**src/rtl/hash_out_mem_writer_pkg.sv**
```systemverilog
// hash_out_mem_writer_pkg
// Items shared by the digest output writer and the message-side loader:
//   - 2-bit state encodings for the IDLE/RUN/FORCE/DONE sequencer
//   - ceil_words(): number of IO words needed to hold a bit length
package hash_out_mem_writer_pkg;

   localparam logic [1:0] ST_IDLE  = 2'd0;
   localparam logic [1:0] ST_RUN   = 2'd1;
   localparam logic [1:0] ST_FORCE = 2'd2;
   localparam logic [1:0] ST_DONE  = 2'd3;

   // Round a bit length up to whole words of 2**log2w bits.
   // Carried at 64 bits so the round-up cannot overflow the length width.
   function automatic logic [63:0] ceil_words(input logic [63:0] len,
                                              input int unsigned log2w);
      logic [63:0] round_up;
      round_up = (64'd1 << log2w) - 64'd1;
      return (len + round_up) >> log2w;
   endfunction

endpackage

```
**src/rtl/hash_out_mem_writer.sv**
```systemverilog
// hash_out_mem_writer
// Writes the little-endian digest word stream from the SHAKE output port into
// a word-addressed RAM, then stops squeezing via the force-done handshake.
//
// Ports:
//   clk               system clock, rising edge
//   rst               synchronous active-low reset
//   i_start           start pulse, honoured only in IDLE
//   i_output_length   digest length in bits (multiple of 8), taken with i_start
//   i_data_in         digest word, first byte in [7:0]
//   i_data_in_valid   stream word valid
//   o_data_in_ready   stream ready (RUN only)
//   o_addr            RAM write address
//   o_wr_en           RAM write strobe
//   o_data_out        RAM write data
//   o_force_done      stop-squeezing request to the hash core
//   i_force_done_ack  hash core acknowledge
//   o_busy            high from start until done
//   o_done            one-cycle completion pulse
//
// state    | meaning
// ---------+-----------------------------------------------------------
// ST_IDLE  | waiting for i_start
// ST_RUN   | accepting stream beats, one RAM write per beat
// ST_FORCE | all words stored, holding o_force_done until acknowledged
// ST_DONE  | one-cycle o_done pulse, back to IDLE
module hash_out_mem_writer
   import hash_out_mem_writer_pkg::*;
#(
   parameter int IO_WIDTH      = 32,
   parameter int MAX_RAM_DEPTH = 16
) (
   input  logic                             clk,
   input  logic                             rst,
   input  logic                             i_start,
   input  logic [IO_WIDTH-1:0]              i_output_length,
   input  logic [IO_WIDTH-1:0]              i_data_in,
   input  logic                             i_data_in_valid,
   output logic                             o_data_in_ready,
   output logic [$clog2(MAX_RAM_DEPTH)-1:0] o_addr,
   output logic                             o_wr_en,
   output logic [IO_WIDTH-1:0]              o_data_out,
   output logic                             o_force_done,
   input  logic                             i_force_done_ack,
   output logic                             o_busy,
   output logic                             o_done
);

   localparam int LOG2W = $clog2(IO_WIDTH);
   localparam int AW    = $clog2(MAX_RAM_DEPTH);
   // count must reach MAX_RAM_DEPTH itself, so one more bit than the address
   // when the depth is a power of two
   localparam int CW    = $clog2(MAX_RAM_DEPTH + 1);

   logic [1:0]          state;
   logic [CW-1:0]       words;
   logic [CW-1:0]       count;
   logic [LOG2W-1:0]    rem;
   logic                mask_en;

   logic [63:0]         start_words_full;
   logic                start_sat;
   logic [CW-1:0]       start_words;
   logic [LOG2W-1:0]    start_rem;
   logic                beat;
   logic                last_beat;
   logic [IO_WIDTH-1:0] beat_data;

   // Ones in bits [r-1:0]; only used when r != 0.
   function automatic logic [IO_WIDTH-1:0] tail_mask(input logic [LOG2W-1:0] r);
      logic [IO_WIDTH-1:0] ones;
      ones = '1;
      return ones >> (IO_WIDTH - int'(r));
   endfunction

   always_comb begin
      start_words_full = ceil_words(64'(i_output_length), LOG2W);
      start_sat        = start_words_full > 64'(MAX_RAM_DEPTH);
      start_words      = start_sat ? CW'(MAX_RAM_DEPTH) : start_words_full[CW-1:0];
      start_rem        = i_output_length[LOG2W-1:0];
   end

   assign o_data_in_ready = (state == ST_RUN);
   assign o_force_done    = (state == ST_FORCE);
   assign o_done          = (state == ST_DONE);
   assign o_busy          = (state != ST_IDLE);

   assign beat      = i_data_in_valid && o_data_in_ready;
   assign last_beat = beat && (count == words - CW'(1));
   assign beat_data = (last_beat && mask_en) ? (i_data_in & tail_mask(rem)) : i_data_in;

   always_ff @(posedge clk) begin
      if (!rst) begin
         state      <= ST_IDLE;
         words      <= '0;
         count      <= '0;
         rem        <= '0;
         mask_en    <= 1'b0;
         o_addr     <= '0;
         o_wr_en    <= 1'b0;
         o_data_out <= '0;
      end else begin
         o_wr_en <= 1'b0;
         case (state)
            ST_IDLE: begin
               if (i_start) begin
                  words   <= start_words;
                  rem     <= start_rem;
                  // a saturated length is cut at a word boundary: no tail
                  mask_en <= (start_rem != '0) && !start_sat;
                  count   <= '0;
                  state   <= (start_words == '0) ? ST_FORCE : ST_RUN;
               end
            end
            ST_RUN: begin
               if (beat) begin
                  o_wr_en    <= 1'b1;
                  o_addr     <= count[AW-1:0];
                  o_data_out <= beat_data;
                  count      <= count + CW'(1);
                  if (last_beat)
                     state <= ST_FORCE;
               end
            end
            ST_FORCE: begin
               if (i_force_done_ack)
                  state <= ST_DONE;
            end
            ST_DONE: begin
               state <= ST_IDLE;
            end
            default: begin
               state <= ST_IDLE;
            end
         endcase
      end
   end

endmodule

```
**config.mk**
```make
export PLATFORM = sky130hd
export DESIGN_NAME = hash_out_mem_writer
export DESIGN_NICKNAME = d
export VERILOG_FILES = /design/src/rtl/hash_out_mem_writer_pkg.sv /design/src/rtl/hash_out_mem_writer.sv
export SDC_FILE = /design/constraint.sdc
export NUM_CORES = 1
export LEC_CHECK = 0
export ABC_AREA = 1
export BUFFER_PORTS_ARGS = -buffer_cell sky130_fd_sc_hd__buf_2
export CELL_PAD_IN_SITES_DETAIL_PLACEMENT = 1
export CELL_PAD_IN_SITES_GLOBAL_PLACEMENT = 1
export CORE_MARGIN = 1.5
export CORE_UTILIZATION = 36
export CTS_CLUSTER_DIAMETER = 120
export DETAILED_ROUTE_END_ITERATION = 10
export GPL_TIMING_DRIVEN = 1
export PLACE_DENSITY_LB_ADDON = 0.1
export SYNTH_ARGS = -nofsm -noshare
export SYNTH_HDL_FRONTEND = slang
export SYNTH_SLANG_ARGS = --single-unit
```
**constraint.sdc**
```tcl
create_clock -name clk -period 2.25 [get_ports clk]
set_input_delay 0.1125 -clock clk [delete_from_list [all_inputs] [get_ports clk]]
set_output_delay 0.1125 -clock clk [all_outputs]
set_load 0.1 [all_outputs]
```
== After elaboration in Yosys (flattened, before gate mapping) ==
Index checks and enable logic that the tools add are counted.

* Logic and storage cells: 50
* Flip-flop bits (word level): 55
* Output and inout bits: 41

* $add $sub $neg: 4
* Equal/unequal tests: 8
* Muxes and demuxes: 12
* Shifts and indexed selects: 1
* Magnitude comparators: 1
* Bitwise gates (word level): 1
* Reduce and logical (&&, ||, !) cells: 15

{| class="wikitable"
|+ Operator list
! cell !! number
|-
| $add 32x5->33 const B || 1
|-
| $and 32x32->32 || 1
|-
| $mux 32 || 1
|-
| $shr 32x32->32 const A || 1
|-
| $gt 28x5->1 const B || 1
|-
| $mux 5 || 3
|-
| $mux 2 || 5
|-
| $pmux 5 s2 || 1
|-
| $pmux 2 s4 || 1
|-
| $sub 6x5->7 const A || 1
|-
| $ne 2x1->1 const B || 3
|-
| $reduce_and 2->1 || 3
|-
| $add 5x1->5 const B || 1
|-
| $eq 5x5->1 || 1
|-
| $logic_not 5->1 || 1
|-
| $reduce_bool 5->1 || 1
|-
| $sub 5x1->5 const B || 1
|-
| $eq 2x2->1 const B || 2
|-
| $logic_and 1x1->1 || 4
|-
| $reduce_and 4->1 || 1
|-
| $reduce_bool 2->1 || 2
|-
| $reduce_and 3->1 || 1
|-
| $eq 2x1->1 const B || 1
|-
| $logic_not 2->1 || 1
|-
| 3 further kinds || 3
|}

== Longest topological paths before layout ==
Gate-level depths: netlist of the first run.

* Depth after elaboration: 7
* Depth in mapped cells: 17

== Worst setup path before layout of the first run ==
No wires, ideal clock.

* Kind: reg-to-reg
* Start: register state[1]
* End: register o_data_out[5]
* Arrival time: 2.472 ns
* Path slack: -0.357 ns
* Stages on the path, launching flop included: 14
* Library setup time: 0.135 ns
* Period minus slack after synthesis: 2.607 ns
* Cell sequence: dfxtp_1 -> inv_1 -> ha_1 -> nand2_1 -> inv_1 -> o2111ai_1 -> nor2_1 -> and2_1 -> nand2_2 -> nor2_1 -> buf_2 -> o21ai_0 -> nand3_1 -> a21oi_1

* Word-level cells in the longest chain between the ends: 5
* Elaborated cells between the ends (all ways): 6
* Classes of those cells: 1 x eq/ne; 1 x mux; 4 x reduce/logical

{| class="wikitable"
|+ Ends and longest elaborated chain
! element !! line !! source
|-
| start, declared || hash_out_mem_writer.sv:55 || <nowiki>logic [1:0] state;</nowiki>
|-
| start signal, assigned || hash_out_mem_writer.sv:112 || <nowiki>state <= (start_words == '0) ? ST_FORCE : ST_RUN;</nowiki>
|-
| $eq 2x1->1 (*) || hash_out_mem_writer.sv:83 || <nowiki>assign o_data_in_ready = (state == ST_RUN);</nowiki>
|-
| net o_data_in_ready || hash_out_mem_writer.sv:39 || <nowiki>output logic o_data_in_ready,</nowiki>
|-
| $logic_and 1x1->1 || hash_out_mem_writer.sv:88 || <nowiki>assign beat = i_data_in_valid && o_data_in_ready;</nowiki>
|-
| $logic_and 1x1->1 || hash_out_mem_writer.sv:89 || <nowiki>assign last_beat = beat && (count == words - CW'(1));</nowiki>
|-
| $logic_and 1x1->1 || hash_out_mem_writer.sv:90 || <nowiki>assign beat_data = (last_beat && mask_en) ? (i_data_in & tail_mask(rem)) : i_data_in;</nowiki>
|-
| $mux 32 || hash_out_mem_writer.sv:90 ||
|-
| end signal, assigned || hash_out_mem_writer.sv:119 || <nowiki>o_data_out <= beat_data;</nowiki>
|-
| end, declared || hash_out_mem_writer.sv:42 || <nowiki>output logic [IO_WIDTH-1:0] o_data_out,</nowiki>
|}

The timed path passes the listed nets; every way through them passes the cells marked *.
A chain may end at the register's enable or synchronous reset.

== Worst setup path after layout of the first run ==
* Start: register words[0]
* End: register o_data_out[11]

* Word-level cells in the longest chain between the ends: 5

{| class="wikitable"
|+ Ends and longest elaborated chain
! element !! line !! source
|-
| start, declared || hash_out_mem_writer.sv:56 || <nowiki>logic [CW-1:0] words;</nowiki>
|-
| start signal, assigned || hash_out_mem_writer.sv:107 || <nowiki>words <= start_words;</nowiki>
|-
| $sub 5x1->5 || hash_out_mem_writer.sv:89 ||
|-
| $eq 5x5->1 || hash_out_mem_writer.sv:89 ||
|-
| $logic_and 1x1->1 || hash_out_mem_writer.sv:89 ||
|-
| $logic_and 1x1->1 || hash_out_mem_writer.sv:90 ||
|-
| $mux 32 || hash_out_mem_writer.sv:90 ||
|}

Every way passes these cells.

==> results of run 1 <==
cell usage after synthesis (all sizes together), types with 4 or more instances:
cell / n / area [um2]
nand2: 180 / 696
clkbuf: 15 / 56.3
a21oi: 57 / 304
inv: 80 / 300
nor2: 94 / 403
buf: 4 / 20.0
nand4: 5 / 31.3
o21bai: 4 / 30.0
o21ai: 63 / 315
dfxtp: 55 / 1100
nor3: 5 / 25.0
xor2: 5 / 43.8
nand3: 49 / 283
ha: 11 / 138
nor3b: 4 / 30.0
worst register-to-register path, delay by kind of cell, from the launching register on:
kind                     cells  cell delay, ps
buffers and inverters        2             220
flip-flops                   1             360
adder cells (fa/ha/maj)      1             310
AO/OA/AOI/OAI                4             480
AND/OR/NAND/NOR              5             540
cell type report:
class	instances	area [um2]
fill	1482	5680
multi-input combinational	492	2440
sequential	55	1100
timing repair buffer	118	617
inverter	80	308
tap	136	170
clock buffer	5	68.8
clock inverter	3	23.8
timing repair inverter	1	7.51
cell usage in the layout, fill, tap and decap left out, types with 7 or more instances in the layout:
cell and n:
nand2_1 172, buf_2 109, nor2_1 83, inv_1 75, o21ai_0 61, dfxtp_1 54, a21oi_1 51, nand3_1 43
ha_1 10, buf_4 8, nand2_2 7
cell families after synthesis:
kind of cell,count (synthesis)
and+or+nand+nor,343
buffers and inverters,99
xor gates and xnor gates,8
adders and majority gates,11
DFF,55
AOI/OAI and AO/OA,130
worst paths after layout:
| kind | cells after the start | slack, ps | startpoint | to |
|---|---|---|---|---|
| setup / recovery | 12 | 180 | words[0]$_SDFFE_PN0P_ | o_data_out[11]$_SDFFE_PN0P_ |
| hold / removal | 3 | 40 | i_data_in[23] | o_data_out[23]$_SDFFE_PN0P_ |
| setup reg to reg | 12 | 180 | words[0]$_SDFFE_PN0P_ | o_data_out[11]$_SDFFE_PN0P_ |
| hold reg to reg | 2 | 470 | o_data_out[14]$_SDFFE_PN0P_ | o_data_out[14]$_SDFFE_PN0P_ |
power breakdown:
| group | total, mW | internal (mW) | switching (mW) |
|---|---|---|---|
| clock network | 0.593 | 0.226 | 0.367 |
| logic | 2.68 | 0.575 | 2.10 |
| registers | 1.27 | 1.15 | 0.116 |
per-stage QoR:
step	util	worst slack [ps]	cell area (um2)	hold WS [ps]	total power, mW
after CTS	0.452	65.0	4710	22.2	4.55
after detailed placement	0.443	78.5	4610	368	3.96
after floorplan	-	6.41	3910	253	3.36
final	0.455	182	4740	35.2	4.54
after global routing	0.455	5.09	4740	42.4	4.82
after global placement	0.443	107	4610	362	3.90
flip-flops by register name, indices dropped and copies added (netlist names):
| register | cells |
|---|---|
| words | 5 |
| count | 5 |
| rem | 5 |
| o_data_out | 32 |
| o_addr | 4 |
| mask_en | 1 |
| o_wr_en | 1 |
| state | 2 |
timing repair:
action | CTS | global route
hold buffers | 0 | 0
hold endpoints to repair | 0 | 0
resized for setup | 0 | 9
setup endpoints to repair | 0 | 28
metal layers:
metal	vias to the layer above	track usage	part of all wire
met5	-	0	0.0014
met4	2	0.0552	0.012
met3	15	0.0274	0.036
met2	95	0.413	0.47
met1	2082	0.298	0.48
li1	2282	-	-
==> results.ini, run 1 <==
[clocking]
cts.sinks = 55
cts_tree = built
cts_buffer_depth = 2
cts_setup_buffers = 0
cts-buffers-inserted = 5
clk-insertion-delay-late_ps = 320
root_buffer = clkbuf_8
h-tree-depth = 2
clk_pin_slew_worst_paths_ps = 120

[routing]
drc = 0
antenna_left = 0
dr.pass1.iters = 4
drt_iter0_drc = 152
vias_per_cell = 5.03
routed_wl_um = 13300
wire_per_inst_um = 14.9
num_vias = 4476

[timing]
min_period_ps = 2070
rsz0062_at_grt = no
tns_ps = 0
finalSetupViolCount = 0
finClkSkew_ps = 14.3
period_share = 0.919
drv_slew = 0
max-slew-margin-rel = 0.402
hold_viol_final = 0
max_freq_mhz = 484
max_slew.worst_pin.slew_ps = 896

[synth]
synth_edf_count = 0
synth-simple-area-share = 0.388
avgSynthCellArea_um2 = 6.02
ys_ff_latch = 55
async_flop_share = 0
yosys_warnings = 0
synth_ff_type = dfxtp_1
synth_cell_types = 35
synth_compound_area_frac = 0.179
synth-xor-area-share = 0.0180
yosys.area_share.adder = 0.0354
seq_area_frac_synth = 0.283
synth_top_family_by_area = simple AND/OR/NAND/NOR gates
muxShareOfSynthArea = 0
synthesis.area_mm2 = 0.00389
synthCells = 646
synth.net_count = 726

[layout]
antennaDiodeCount = 0
area_delta_synth_final_pct = 21.7
finalNonFillerCells = 890
drive_above_1_share = 0.224
final_nets = 833

[critical_path]
cp_num_buf_inv = 2
end_kind = flip-flop
max_stage_delay_ps = 360
cp-start-kind = flip-flop
crit_fanout = 14
critPathArrivalTime_ps = 2230
worst_path_max_delay_cell = dfxtp_1
path_delay_family = simple AND/OR/NAND/NOR gates
required_ps = 2420
crit_chain = inv_1 > ha_1 > a22oi_1 > o2111ai_1 > nor2_1 > and2_4 > nand2_4 > nor2_2 > buf_6 > o21ai_0 > nand3_1 > a21oi_1
critPathKind = reg2reg

[pwr]
p_per_area_mw_per_mm2 = 958
vdd_ir_drop_max_mv = 0.757
p_leak_nw = 2.29

[job]
drv_cap = 0

[placement]
io_buffers = 109
place.gp.congestion = 0.916
post-place-cells = 881
post-dp-hpwl_um = 10900

[global_routing]
grt_pass1_vias = 4409
grt_antenna_before_repair = 1
overflow = 0
track_usage = 0.232
grt_max_degree = 57
grt_pass1_wl_um = 21200

[hold_path]
hold_class = in2reg

[floorplan]
die_w_um = 107
die_h_um = 107
fp.coreArea_mm2 = 0.0104
pin_count = 110
fp-row-count = 37
start_util = 0.374
dieArea_mm2 = 0.0114

[run_status]
status = finished clean

Power figures use the tool's default switching activity.
==> inputs of run 2 (changes only) <==
--- a/config.mk
+++ b/config.mk
@@ -5,7 +5,6 @@
 export SDC_FILE = /design/constraint.sdc
 export NUM_CORES = 1
 export LEC_CHECK = 0
-export ABC_AREA = 1
 export BUFFER_PORTS_ARGS = -buffer_cell sky130_fd_sc_hd__buf_2
 export CELL_PAD_IN_SITES_DETAIL_PLACEMENT = 1
 export CELL_PAD_IN_SITES_GLOBAL_PLACEMENT = 1
==> results.ini, run 2 <==
[synth]
yosys-top-cells-count = nand2_1, dfxtp_1, a21boi_0, nor2_1, o21ai_0  ; was nand2_1, nor2_1, inv_1, o21ai_0, dfxtp_1
async_flop_share = 0  ; unchanged
synthCells = 447  ; was 646
yosys_warnings = 0  ; unchanged
synth_top_area_cell = dfxtp_1  ; unchanged
synth.most_common_cell = nand2_1  ; unchanged
synth_ff_type = dfxtp_1  ; unchanged
seq_area_frac_synth = 0.323  ; was 0.283
synth_top_area_share = 0.323  ; was 0.283
synth_area_leaders = dfxtp_1, nand2_1, a21boi_0  ; was dfxtp_1, nand2_1, nor2_1
ys_ff_latch = 55  ; unchanged
avgSynthCellArea_um2 = 7.64  ; was 6.02 um2
synth.net_count = 527  ; was 726
synth_cell_types = 52  ; was 35
synthesis.area_mm2 = 0.00341  ; was 0.00389 mm2
synth_edf_count = 0  ; unchanged

[timing]
max_freq_mhz = 457  ; was 484 MHz
max-slew-margin-rel = 0.664  ; was 0.402
hold_viol_final = 0  ; unchanged
period_share = 0.973  ; was 0.919
drv_slew = 0  ; unchanged
finClkSkew_ps = 12.3  ; was 14.3 ps
finalSetupViolCount = 0  ; unchanged
max_slew.worst_pin.slew_ps = 491  ; was 896 ps
min_period_ps = 2190  ; was 2070 ps

[routing]
antenna_left = 0  ; unchanged
drc = 0  ; unchanged
routed_wl_um = 11000  ; was 13,300 um
dr.pass1.iters = 4  ; unchanged
drt_iter0_drc = 94  ; was 152
wire_per_inst_um = 16.2  ; was 14.9 um
num_vias = 3730  ; was 4,476
vias_per_cell = 5.47  ; was 5.03

[clocking]
cts_buffer_depth = 2  ; unchanged
cts.sinks = 55  ; unchanged
root_buffer = clkbuf_8  ; unchanged
h-tree-depth = 2  ; unchanged
clk_pin_slew_worst_paths_ps = 100  ; was 120 ps
clk-insertion-delay-late_ps = 310  ; was 320 ps
cts_tree = built  ; unchanged
cts-buffers-inserted = 5  ; unchanged

[pwr]
vdd_ir_drop_max_mv = 0.951  ; was 0.757 mV
p_leak_nw = 1.91  ; was 2.29 nW
p_per_area_mw_per_mm2 = 860  ; was 958 mW/mm2
power.total_mw = 3.86  ; was 4.54 mW

[global_routing]
overflow = 0  ; unchanged
gr-max-usage-layer = met2  ; unchanged
grt_pass1_vias = 3836  ; was 4,409
met2_usage = 0.395  ; was 0.413
grt_antenna_before_repair = 0  ; was 1
track_usage = 0.218  ; was 0.232
grt_max_degree = 37  ; was 57
grt_util_met1 = 0.267  ; was 0.298
grt_pass1_wl_um = 17800  ; was 21,200 um
grtUsageMet3 = 0.0327  ; was 0.0274

[critical_path]
crit_chain = buf_2 > or4_4 > o211a_4 > a311o_1 > a22o_1 > a2111oi_4 > nand3_2 > o221a_2  ; was inv_1 > ha_1 > a22oi_1 > o2111ai_1 > nor2_1 > and2_4 > nand2_4 > nor2_2 > buf_6 > o21ai_0 > nand3_1 > a21oi_1
regToRegSetupSlack_ps = 120  ; was 180 ps
required_ps = 2450  ; was 2420 ps
crit_fanout = 8  ; was 14
end_kind = flip-flop  ; unchanged
max_stage_delay_ps = 550  ; was 360 ps
cp-start-kind = input pin  ; was flip-flop
critPathKind = in2reg  ; was reg2reg
critPathArrivalTime_ps = 2390  ; was 2230 ps
worst_path_max_delay_cell = or4_4  ; was dfxtp_1

[hold_path]
hold_class = in2reg  ; unchanged

[floorplan]
fp-row-count = 35  ; was 37
die_w_um = 100  ; was 107 um
start_util = 0.371  ; was 0.374
pin_count = 110  ; unchanged
die_h_um = 100  ; was 107 um
dieArea_mm2 = 0.0101  ; was 0.0114 mm2
fp.coreArea_mm2 = 0.00920  ; was 0.0104 mm2

[layout]
final_nets = 650  ; was 833
largest-register = o_data_out  ; unchanged
final_common_cell = buf_2  ; was nand2_1
mostFrequentLayoutCells = buf_2, nand2_1, dfxtp_1, buf_4  ; was nand2_1, buf_2, nor2_1, inv_1, o21ai_0
fin_area_mm2 = 0.00448  ; was 0.00474 mm2
fillers = 1218  ; was 1,482
area_delta_synth_final_pct = 31.4  ; was 21.7%
largest_reg_flops = 32  ; unchanged
drive_above_1_share = 0.306  ; was 0.224
antennaDiodeCount = 0  ; unchanged

[placement]
io_buffers = 109  ; unchanged
post-dp-hpwl_um = 8610  ; was 10,900 um
place.gp.congestion = 0.860  ; was 0.916
dpl_cell_area_mm2 = 0.00426  ; was 0.00461 mm2

[job]
drv_cap = 0  ; unchanged

[run_status]
status = finished clean  ; unchanged

run 2: cell types whose count changed after synthesis, moves of 8 or more:
cell      change
nor2_1       -60
inv_1        -57
nand2_1      -92
nor2b_1      +11
nand3_1      -28
a21oi_1      -35
and2_1       +15
o21ai_0      -38
nand2_2       -8
a21boi_0     +26
o211ai_1      +9
nand4_1      +10
run 2: through the flow:
step	hold WS [ps]	TNS (ps)	worst slack, ps	cells	utilization
CTS	59.6	0	21.2	678	0.477
floorplan	257	-57.5	-37.0	447	-
global route	84.5	-36.4	-24.1	682	0.488
finish	58.3	0	59.8	682	0.488
global placement	374	-1860	-287	670	0.463
detailed placement	389	-3030	-353	670	0.463
run 2: logic make-up after synthesis:
group	after synthesis	share of synthesized area
AOI/OAI and AO/OA	119	0.248
xor gates and xnor gates	14	0.0359
adders and majority gates	11	0.0403
buffers and inverters	44	0.0510
DFF	55	0.323
muxes	5	0.0154
and+or+nand+nor	199	0.287
run 2: cell type report:
type	instances	area, um2	area share
inverters	20	75.1	0.0167
clock inverters	1	8.76	0.00195
well taps	111	139	0.0310
flip-flops and latches	55	1100	0.246
repair buffers	139	795	0.177
clock buffers	7	86.3	0.0193
multi-input cells	349	2280	0.508
run 2: worst paths after layout:
kind / start / endpoint / cells after the start
worst max-delay path: i_output_length[1] / words[4]$_SDFFE_PN0P_ / 8
worst min-delay path: i_data_in[16] / o_data_out[16]$_SDFFE_PN0P_ / 3
worst max register to register: state[1]$_SDFFE_PN0P_ / o_data_out[18]$_SDFFE_PN0P_ / 10
worst min register to register: o_data_out[16]$_SDFFE_PN0P_ / o_data_out[16]$_SDFFE_PN0P_ / 2
run 2: power breakdown:
group / leakage (nW) / switching [mW] / internal, mW / total (mW)
registers: 0.448 / 0.0868 / 1.10 / 1.18
clock network: 0.0484 / 0.330 / 0.253 / 0.583
logic: 1.42 / 1.56 / 0.529 / 2.09
total: 1.91 / 1.98 / 1.88 / 3.86
run 2: metal layers:
layer  wire length, um  vias to the layer above
met4               109                        0
met3               345                        9
met5                 0                        -
met2              5640                       84
li1                  -                     1845
met1              4930                     1792
run 2: repair_timing:
action                                  in CTS  in global routing
pin swaps                                    2                  8
cloned                                       0                  1
resized for setup                            5                 18
hold buffers                                 0                  0
setup buffers                                0                  3
endpoints found under the setup margin      21                 20
run 2: worst max-delay path, delay by kind of cell:
kind | cells | cell delay (ps)
simple gates | 2 | 760
buf+inv | 1 | 120
compound gates | 5 | 1380
==> inputs of run 3 (changes only) <==
==> constraint.sdc (replaced) <==
create_clock -name clk -period 2.25 [get_ports clk]
set_input_delay 0.1125 -clock clk [delete_from_list [all_inputs] [get_ports clk]]
set_output_delay 0.1125 -clock clk [all_outputs]
set_load 0.05 [all_outputs]
==> results.ini, run 3 (synthesis results as in run 2) <==
[layout]
final_common_cell = buf_2  ; unchanged
fin_area_mm2 = 0.00462  ; was 0.00448 mm2
mostFrequentLayoutCells = buf_2, nand2_1, dfxtp_1, buf_4, a21boi_0  ; was buf_2, nand2_1, dfxtp_1, buf_4
final_nets = 662  ; was 650
area_delta_synth_final_pct = 35.4  ; was 31.4%
drive_above_1_share = 0.321  ; was 0.306
largest-register = o_data_out  ; unchanged
largest_reg_flops = 32  ; unchanged
antennaDiodeCount = 0  ; unchanged
fillers = 1190  ; was 1,218

[floorplan]
dieArea_mm2 = 0.0101  ; unchanged
die_h_um = 100  ; unchanged
die_w_um = 100  ; unchanged
fp.coreArea_mm2 = 0.00920  ; unchanged
start_util = 0.371  ; unchanged
fp-row-count = 35  ; unchanged
pin_count = 110  ; unchanged

[timing]
max_slew.worst_pin.slew_ps = 590  ; was 491 ps
finClkSkew_ps = 9.23  ; was 12.3 ps
drv_slew = 0  ; unchanged
max_freq_mhz = 448  ; was 457 MHz
hold_viol_final = 0  ; unchanged
hold_ws_ps = 59.0  ; was 58.3 ps
finalWorstSetupSlack_ps = 15.7  ; was 59.8 ps
rsz0062_at_grt = yes
min_period_ps = 2230  ; was 2190 ps
max-slew-margin-rel = 0.607  ; was 0.664
period_share = 0.993  ; was 0.973
finalSetupViolCount = 0  ; unchanged

[critical_path]
critPathArrivalTime_ps = 2440  ; was 2390 ps
cp_num_buf_inv = 4  ; was 1
regToRegSetupSlack_ps = 20  ; was 120 ps
end_kind = flip-flop  ; unchanged
crit_chain = inv_1 > ha_2 > nand2b_1 > o211a_1 > o31ai_4 > buf_6 > nand3_4 > buf_4 > buf_4 > o211ai_1 > a21boi_0  ; was buf_2 > or4_4 > o211a_4 > a311o_1 > a22o_1 > a2111oi_4 > nand3_2 > o221a_2
reg2regPathDepth = 11  ; was 10
critPathKind = reg2reg  ; was in2reg
crit_fanout = 6  ; was 8
rr_endpoint = o_data_out[0]$_SDFFE_PN0P_  ; was o_data_out[18]$_SDFFE_PN0P_
path_delay_family = compound AO/OA/AOI/OAI gates  ; unchanged
max_stage_delay_ps = 350  ; was 550 ps
required_ps = 2450  ; about the same
cp-start-kind = flip-flop  ; was input pin
path_common_cell = buf_4
worst_path_max_delay_cell = dfxtp_2  ; was or4_4
crit-reg2reg-launch = words[1]$_SDFFE_PN0P_  ; was state[1]$_SDFFE_PN0P_

[run_status]
status = finished clean  ; unchanged

[routing]
wire_per_inst_um = 16.5  ; was 16.2 um
antenna_left = 0  ; unchanged
dr.pass1.iters = 4  ; unchanged
routed_wl_um = 11500  ; was 11,000 um
drt_iter0_drc = 55  ; was 94
vias_per_cell = 5.46  ; was 5.47
num_vias = 3792  ; was 3,730
drc = 0  ; unchanged

[pwr]
power.total_mw = 3.60  ; was 3.86 mW
vdd_ir_drop_max_mv = 0.584  ; was 0.951 mV
p_per_area_mw_per_mm2 = 779  ; was 860 mW/mm2
p_leak_nw = 1.99  ; was 1.91 nW

[job]
drv_cap = 0  ; unchanged

[clocking]
cts_tree = built  ; unchanged
clk-insertion-delay-late_ps = 310  ; about the same
cts_buffer_depth = 2  ; unchanged
cts.sinks = 55  ; unchanged
root_buffer = clkbuf_8  ; unchanged
h-tree-depth = 2  ; unchanged
cts-buffers-inserted = 5  ; unchanged
hold_buffers = 0  ; unchanged
clk_pin_slew_worst_paths_ps = 110  ; was 100 ps

[hold_path]
hold_depth = 3  ; unchanged
min_to = o_data_out[24]$_SDFFE_PN0P_  ; was o_data_out[16]$_SDFFE_PN0P_
hp-start = i_data_in[24]  ; was i_data_in[16]
hold_class = in2reg  ; unchanged

[placement]
io_buffers = 109  ; unchanged
dpl_cell_area_mm2 = 0.00435  ; was 0.00426 mm2
post-dp-hpwl_um = 8930  ; was 8610 um
place.gp.congestion = 0.938  ; was 0.860
post-place-ws_ps = -366  ; was -353 ps

[global_routing]
overflow = 0  ; unchanged
grt_pass1_vias = 3792  ; was 3,836
grt_pass1_wl_um = 18100  ; was 17,800 um
grt_max_degree = 37  ; unchanged
track_usage = 0.220  ; was 0.218
grt_antenna_before_repair = 0  ; unchanged

==> run 3: what timing repair did <==
| item | in CTS | in global routing |
|---|---|---|
| resized for setup | 3 | 20 |
| gates cloned | 0 | 1 |
| setup buffers | 0 | 6 |
| endpoints found under the setup margin | 22 | 31 |
| pin swaps | 2 | 5 |
==> run 3: how the worst max path moves through the flow <==
stage                                  end  depth (start not counted)                   from
2_1_floorplan        state[0]$_SDFFE_PN0P_                          8     i_output_length[1]
3_5_place_dp          mask_en$_SDFFE_PN0P_                          8     i_output_length[1]
4_1_cts              words[4]$_SDFFE_PN0P_                          8     i_output_length[1]
3_3_place_gp         state[0]$_SDFFE_PN0P_                          8     i_output_length[1]
5_1_grt        o_data_out[17]$_SDFFE_PN0P_                         11  words[1]$_SDFFE_PN0P_
6_report        o_data_out[0]$_SDFFE_PN0P_                         11  words[1]$_SDFFE_PN0P_
==> run 3: layout make-up <==
class | count | area [um2] | area share
clock buffer | 6 | 72.6 | 0.0157
tap | 111 | 139 | 0.0300
timing repair buffer | 152 | 915 | 0.198
clock inverter | 2 | 38.8 | 0.00839
sequential | 55 | 1100 | 0.239
multi-input combinational | 348 | 2280 | 0.493
inverter | 20 | 75.1 | 0.0162
==> run 3: per-stage QoR <==
step	cells	setup TNS [ps]	util
detailed placement	679	-3310	0.473
floorplan	447	-57.5	-
finish	694	0	0.503
global placement	679	-1570	0.473
CTS	687	-3.49	0.488
global route	694	-631	0.503
==> run 3: where the power goes <==
part / internal (mW) / switching [mW]
clock: 0.337 / 0.348
sequential: 1.10 / 0.0880
combinational: 0.561 / 1.17
total: 1.99 / 1.61
==> run 3: routing by layer <==
metal  share of wire  track usage  up-vias  wire length [um]
met5               0            0        -                 0
met4           0.011       0.0401        0               129
met2            0.51        0.407       91              5850
met3           0.033       0.0209       12               376
li1                -            -     1867                 -
met1            0.45        0.278     1822              5110
==> run 3: worst register-to-register path: stages (launching register included) <==
cell      delay, ps
dfxtp_2         350
inv_1            60
ha_2            200
nand2b_1         90
o211a_1         270
o31ai_4         290
buf_6           160
nand3_4         130
buf_4           180
buf_4           120
o211ai_1        180
a21boi_0        100
